`src/rtl/educell_spkgen.sv`:
```
// Outgoing-spike generator for one EDU mesh cell: floods or relays spikes,
// then routes a one-hot return token back along the latched arrival direction.
module educell_spkgen #(
    parameter int SPIKE_DELAY = 1,
    parameter int CNT_W       = 4
) (
    input  logic       clk,
    input  logic       rst,
    input  logic       clr,
    input  logic       synd,
    input  logic       flood_start,
    input  logic [5:0] spike_in,
    input  logic [5:0] ret_in,
    output logic [5:0] spike_out,
    output logic [5:0] ret_out,
    output logic [5:0] syndir_q,
    output logic       on_path,
    output logic       matched,
    output logic       busy
);

    typedef enum logic [2:0] {
        S_IDLE  = 3'd0,
        S_DLY   = 3'd1,
        S_EMIT  = 3'd2,
        S_WAITR = 3'd3,
        S_RET   = 3'd4,
        S_DONE  = 3'd5
    } state_t;

    state_t           r_state, w_state_next;
    logic [CNT_W-1:0] r_cnt, w_cnt_next;
    logic [5:0]       r_syndir, w_syndir_next;
    logic             r_on_path, w_on_path_next;
    logic             r_matched, w_matched_next;
    logic [5:0]       r_spike_out, w_spike_next;
    logic [5:0]       r_ret_out, w_ret_next;
    logic [5:0]       w_first_dir;

    // Bit 0 (S) has the highest priority, so isolating the lowest set bit
    // yields exactly the single direction to keep.
    assign w_first_dir = spike_in & (~spike_in + 6'd1);

    always_comb begin
        w_state_next   = r_state;
        w_cnt_next     = r_cnt;
        w_syndir_next  = r_syndir;
        w_on_path_next = r_on_path;
        w_matched_next = r_matched;
        case (r_state)
            S_IDLE: begin
                if (synd && flood_start) begin
                    w_state_next = S_EMIT;
                end else if (!synd && (spike_in != 6'd0)) begin
                    w_syndir_next = w_first_dir;
                    w_cnt_next    = CNT_W'(SPIKE_DELAY - 1);
                    w_state_next  = S_DLY;
                end
            end
            S_DLY: begin
                if (r_cnt == '0) begin
                    w_state_next = S_EMIT;
                end else begin
                    w_cnt_next = r_cnt - CNT_W'(1);
                end
            end
            S_EMIT: w_state_next = S_WAITR;
            S_WAITR: begin
                if (synd) begin
                    // A returning token beats a simultaneous spike: pairing is done.
                    if (ret_in != 6'd0) begin
                        w_matched_next = 1'b1;
                        w_state_next   = S_DONE;
                    end else if (spike_in != 6'd0) begin
                        w_syndir_next  = w_first_dir;
                        w_matched_next = 1'b1;
                        w_on_path_next = 1'b1;
                        w_state_next   = S_RET;
                    end
                end else if (ret_in != 6'd0) begin
                    w_on_path_next = 1'b1;
                    w_state_next   = S_RET;
                end
            end
            S_RET:   w_state_next = S_DONE;
            S_DONE:  w_state_next = S_DONE;
            default: w_state_next = S_IDLE;
        endcase
    end

    // Pulse outputs are registered from the next state so they coincide
    // with the EMIT/RET cycle itself.
    always_comb begin
        w_spike_next = 6'd0;
        w_ret_next   = 6'd0;
        if (w_state_next == S_EMIT) begin
            w_spike_next = synd ? 6'h3F : ~w_syndir_next;
        end
        if (w_state_next == S_RET) begin
            w_ret_next = w_syndir_next;
        end
    end

    always_ff @(posedge clk) begin
        if (rst || clr) begin
            r_state     <= S_IDLE;
            r_cnt       <= '0;
            r_syndir    <= 6'd0;
            r_on_path   <= 1'b0;
            r_matched   <= 1'b0;
            r_spike_out <= 6'd0;
            r_ret_out   <= 6'd0;
        end else begin
            r_state     <= w_state_next;
            r_cnt       <= w_cnt_next;
            r_syndir    <= w_syndir_next;
            r_on_path   <= w_on_path_next;
            r_matched   <= w_matched_next;
            r_spike_out <= w_spike_next;
            r_ret_out   <= w_ret_next;
        end
    end

    assign spike_out = r_spike_out;
    assign ret_out   = r_ret_out;
    assign syndir_q  = r_syndir;
    assign on_path   = r_on_path;
    assign matched   = r_matched;
    assign busy      = (r_state != S_IDLE) && (r_state != S_DONE);

endmodule

```
`config.mk`:
```
export PLATFORM = sky130hd
export DESIGN_NAME = educell_spkgen
export DESIGN_NICKNAME = d
export VERILOG_FILES = /design/src/rtl/educell_spkgen.sv
export SDC_FILE = /design/constraint.sdc
export NUM_CORES = 1
export LEC_CHECK = 0
export BUFFER_PORTS_ARGS = -buffer_cell sky130_fd_sc_hd__buf_4
export CORE_ASPECT_RATIO = 0.75
export CORE_MARGIN = 5
export CORE_UTILIZATION = 49
export DETAILED_ROUTE_END_ITERATION = 10
export GPL_TIMING_DRIVEN = 0
export HOLD_SLACK_MARGIN = 0.03
export PLACE_DENSITY_LB_ADDON = 0.2
export SETUP_SLACK_MARGIN = 0.2
export SYNTH_ARGS = -nofsm -noshare
export SYNTH_HDL_FRONTEND = slang
export SYNTH_SLANG_ARGS = --single-unit
```
`constraint.sdc`:
```
create_clock -name clk -period 2.3 [get_ports clk]
set_clock_uncertainty 0.1 [all_clocks]
set_input_delay 0.23 -clock clk [delete_from_list [all_inputs] [get_ports clk]]
set_output_delay 0.23 -clock clk [all_outputs]
set_load 0.01 [all_outputs]
```
== After elaboration in Yosys (flattened, before gate mapping) ==
Cells that the tools add are included.

* $lt $le $gt $ge: 0
* Muxes and demuxes: 24
* Shift operators: 0
* Add/sub/neg operators: 2
* Divide/modulo/power cells: 0
* Reduce and logical (&&, ||, !) cells: 19
* Equal/unequal tests: 12
* Multipliers: 0
* Bitwise operators: 5

{| class="wikitable"
|+ Operators by type and width
! operator !! number
|-
| $mux 6 || 6
|-
| $mux 3 || 7
|-
| $pmux 3 s5 || 1
|-
| $mux 4 || 3
|-
| $not 6->6 || 2
|-
| $pmux 6 s2 || 1
|-
| $reduce_bool 6->1 || 2
|-
| $eq 3x2->1 const B || 3
|-
| $eq 3x3->1 const B || 3
|-
| $ne 2x2->1 const B || 4
|-
| $pmux 4 s2 || 1
|-
| $reduce_and 4->1 || 2
|-
| $add 6x1->6 const B || 1
|-
| $and 6x6->6 || 1
|-
| $reduce_bool 2->1 || 3
|-
| $reduce_or 2->1 || 3
|-
| $mux 1 || 5
|-
| $logic_not 4->1 || 1
|-
| $sub 4x1->4 const B || 1
|-
| $eq 3x1->1 const B || 1
|-
| $logic_and 1x1->1 || 3
|-
| $logic_not 3->1 || 1
|-
| $ne 3x3->1 const B || 1
|-
| $reduce_and 3->1 || 1
|-
| 4 further kinds || 5
|}

* Bits of input ports: 17
* Output and inout port bits: 21
* Bits in read-only memories: 0
* Latch bits: 0
* Flip-flop bits (word level): 27
* RAM bits: 0
* Memories: 0
* Logic and storage cells: 69

== Longest topological paths before layout ==
* Depth after elaboration: 9
* Mapped depth: 7
* Gate-level depth less buffers: 7

== Worst setup path after synthesis ==
OpenSTA, ideal clock, no wires.

* Path type: input to register
* Start: input ret_in[1]
* End: register r_spike_out[2] (netlist: spike_out[2])
* Required time: 2.085 ns
* Path buffers: 0
* Setup time: 0.115 ns
* Arrival time: 1.753 ns
* Setup slack: 0.333 ns
* Stages on the path: 5
* Cell sequence: or4_4 o41ai_4 and2_4 a41oi_1 o21a_1

* Word-level cells in the longest chain between the ends: 7
* Elaborated cells on any way between the ends: 13
* Classes of those cells: eq/ne (1); mux (8); bitwise (2); reduce/logical (2)

{| class="wikitable"
|+ Ends and longest elaborated chain
! item !! RTL line !! RTL
|-
| start: declaration || 13 || <nowiki>input logic [5:0] ret_in,</nowiki>
|-
| $reduce_bool 6->1 * || 71, 80 ||
|-
| $mux 3 (on tied branches) || 80, 71 ||
|-
| $mux 3 || 69 || <nowiki>if (synd) begin</nowiki>
|-
| $pmux 3 s5 || 50 || <nowiki>case (r_state)</nowiki>
|-
| $eq 3x2->1 || 96 || <nowiki>if (w_state_next == S_EMIT) begin</nowiki>
|-
| $not 1->1 (no line) || - ||
|-
| $reduce_or 2->1 (no line) || - ||
|-
| end signal: assignment || 119 || <nowiki>r_spike_out <= w_spike_next;</nowiki>
|-
| end: declaration || 36 || <nowiki>logic [5:0] r_spike_out, w_spike_next;</nowiki>
|}

Every way passes the cells marked *; elsewhere a longest branch is shown, timed or not.
A chain may end at the register's enable or synchronous reset.

== Final worst setup path ==
* Start: register r_state[0]
* End: register r_spike_out[3] (netlist: spike_out[3])

* Word-level cells in the longest chain between the ends: 7
* Elaborated cells on any way between the ends: 21
* Classes of those cells: eq/ne (6); mux (10); bitwise (2); reduce/logical (3)

{| class="wikitable"
|+ Ends and longest elaborated chain
! item !! RTL line !! RTL
|-
| start: declaration || 31 || <nowiki>state_t r_state, w_state_next;</nowiki>
|-
| start signal: assignment || 114 || <nowiki>r_state <= w_state_next;</nowiki>
|-
| $mux 3 || 74 || <nowiki>end else if (spike_in != 6'd0) begin</nowiki>
|-
| $mux 3 || 71 || <nowiki>if (ret_in != 6'd0) begin</nowiki>
|-
| $mux 3 || 69 ||
|-
| $pmux 3 s5 || 50 ||
|-
| $eq 3x2->1 || 96 ||
|-
| $not 1->1 (no line) || - ||
|-
| $reduce_or 2->1 (no line) || - ||
|}

Parallel ways exist; a longest one is shown, timed or not.

==> flow_summary.ini <==
[run_status]
status = finished clean

[place]
numPortBuffers = 37
gp_congestion = 0.801
place_area_mm2 = 0.00152
hpwl_um = 2220

[sta]
finalSetupViolCount = 0
maxSlewViolCount = 0
whs_ns = 0.113
fin_crit_sh_pct = 87.9
fin_crit_ns = 2.02
rsz0062_at_grt = true
hold_viol_final = 0
relSlewSlack_pct = 60.1
setup_tns_ns = 0
fmax_mhz = 495
worstMarginPinSlew_ns = 0.593

[worst_setup_path]
crit_fanout = 10
critPathArrivalTime_ns = 2.15
critPathLaunchType = flop
crit_type = reg2reg
required_ns = 2.43
cp-end-kind = flop

[floorplanning]
die-area_mm2 = 0.00354
core_mm2 = 0.00231
start_util_pct = 51.8
io_pins = 38
rows = 15
fp.dieW_um = 67.0
die_h_um = 52.8

[power_and_ir_drop]
internal-power_uw = 609
p_sw_uw = 211
combPwrFrac_pct = 16.3
p_leak_nw = 0.677
power.density_mw_per_mm2 = 511
swShare_pct = 25.8
seqPwrFrac_pct = 58.4
clkPwrFrac_pct = 25.3
vdd_drop_max_uv = 361

[clocking]
clk_path_buf_depth = 2
cts.sinks = 27
clock_latency_ns = 0.33
root_buffer = clkbuf_4
clkTransAtPathRegs_ns = 0.15
cts-htree-levels = 1
hold_buffers = 0
cts_buffers = 3
cts_tree = built

[detailed_routing]
vias_per_cell = 5.28
vias = 1124
firstDrtPassIters = 4
drc = 0
ant_nets = 0
drt-initial-drc-count = 41
wl_per_cell_um = 14.0
routed_wl_um = 2990

[final_layout]
fillCellCount = 202
multi_input_area_um2 = 652
diodes = 0
area_growth_pct = 34.3
drive_above_1_share_pct = 34.1
fin_area_mm2 = 0.00161
nets = 198
regArea_um2 = 541

[grt]
grt_pass1_vias = 1080
grt_usage_pct = 17.9
grt_pass1_wl_um = 4730
grt_antenna_before_repair = 0
overflow = 0
grt_max_degree = 15

[yosys]
syn_nets = 152
ys_types = 38
ys_seq_area_share_pct = 45.2
yosys_warnings = 0
synthArstFlopShare_pct = 0
synthCells = 134
synthTopCellsByArea = dfxtp_1 (45%), nor2_1 (7.2%), a21oi_1 (3.8%)
synth_ff_type = dfxtp_1
syn_area_per_cell_um2 = 8.92
syn_area_mm2 = 0.00119
synth_edf_count = 0
synth_top_cell_area_share_pct = 45.2
synth-seq-cells = 27
synth.largest_area_cell = dfxtp_1

[job]
cap_violations = 0

[min_path]
hp-class = in2reg
## per-stage QoR
step           std cells  setup WS [ns]  total power [mW]  utilization, %
6_report             213          0.279             0.820            69.5
4_1_cts              211          0.253             0.816            68.0
5_1_grt              213          0.134             0.856            69.5
3_5_place_dp         205         0.0339             0.609            65.6
2_1_floorplan        134          0.333             0.555               -
3_3_place_gp         205         0.0618             0.606            65.6
## cells in the mapped netlist (2+ instances only)
cell / instances
a21boi_0: 6
a41oi_1: 2
dfxtp_1: 27
nor2_1: 23
or2_2: 2
a21oi_1: 9
or3_1: 2
o21a_1: 5
nor3_1: 4
xor2_1: 3
nand2_1: 11
clkbuf_1: 5
nor2b_1: 4
inv_1: 4
a31oi_1: 3
a21o_1: 2
## power by group through the flow
stage / combinational [mW] / sequential (mW) / clock, mW
after floorplan: 0.0634 / 0.492 / 0
after global placement: 0.117 / 0.489 / 0
after detailed placement: 0.120 / 0.489 / 0
after CTS: 0.126 / 0.479 / 0.211
after global routing: 0.145 / 0.480 / 0.231
final: 0.134 / 0.479 / 0.207
## state kept, by name (all words and copies together), names as in the netlist
| signal | flops |
|---|---|
| r_cnt | 4 |
| syndir_q | 6 |
| r_state | 3 |
| on_path | 1 |
| ret_out | 6 |
| spike_out | 6 |
| matched | 1 |
## critical path, cell delays in order, from the launching register on
cell and delay [ns]:
dfxtp_1 0.33, clkbuf_2 0.17, or4_4 0.51, o41ai_4 0.06, buf_4 0.19, and2_4 0.18, a41oi_1 0.17, o21a_1 0.21
## what timing repair did
action / 4_1_cts / 5_1_grt
pin swaps: 1 / 1
endpoints found under the setup margin: 4 / 7
setup buffers: 2 / 2
resized for setup: 2 / 6
## cell families after synthesis
logic type	Yosys count	synth area share, %
compound gates	34	22.2
buf+inv	9	2.83
mux	1	0.838
flops	27	45.2
xor+xnor	3	2.20
simple gates	59	25.7
fa+ha+maj	1	1.05
## final cells by class
cell class                 count  area share (%)
tap                           34            2.65
sequential                    27            33.7
inverter                       4           0.935
multi-input combinational     98            40.6
timing repair buffer          41            19.2
clock buffer                   4            1.64
buffer                         5            1.33
## layout by cell type (no fill, tap or decap), types with 3 or more instances in the layout
cell       n
a21boi_0   6
a21oi_1    9
a31oi_1    3
buf_4     41
clkbuf_1   4
clkbuf_4   3
dfxtp_1   27
inv_1      4
nand2_1   11
nor2_1    23
nor2b_1    4
nor3_1     4
o21a_1     5
xor2_1     3
## layer usage
metal  global-route usage (%)  part of all wire, %  up-vias
met5                        0                    0        -
met2                     29.4                   49       37
li1                         -                    -      562
met3                     6.22                  8.6        5
met4                     5.05                 0.70        0
met1                     22.2                   42      520
## final timing paths
kind	slack, ns	endpoint	cells after the start	start
max	0.28	spike_out[3]$_SDFF_PP0_	7	r_state[0]$_SDFF_PP0_
min	0.11	on_path$_SDFFE_PP0P_	4	rst
max reg2reg	0.28	spike_out[3]$_SDFF_PP0_	7	r_state[0]$_SDFF_PP0_
min reg2reg	0.35	on_path$_SDFFE_PP0P_	2	on_path$_SDFFE_PP0P_
(Power assumes the default switching activity.)
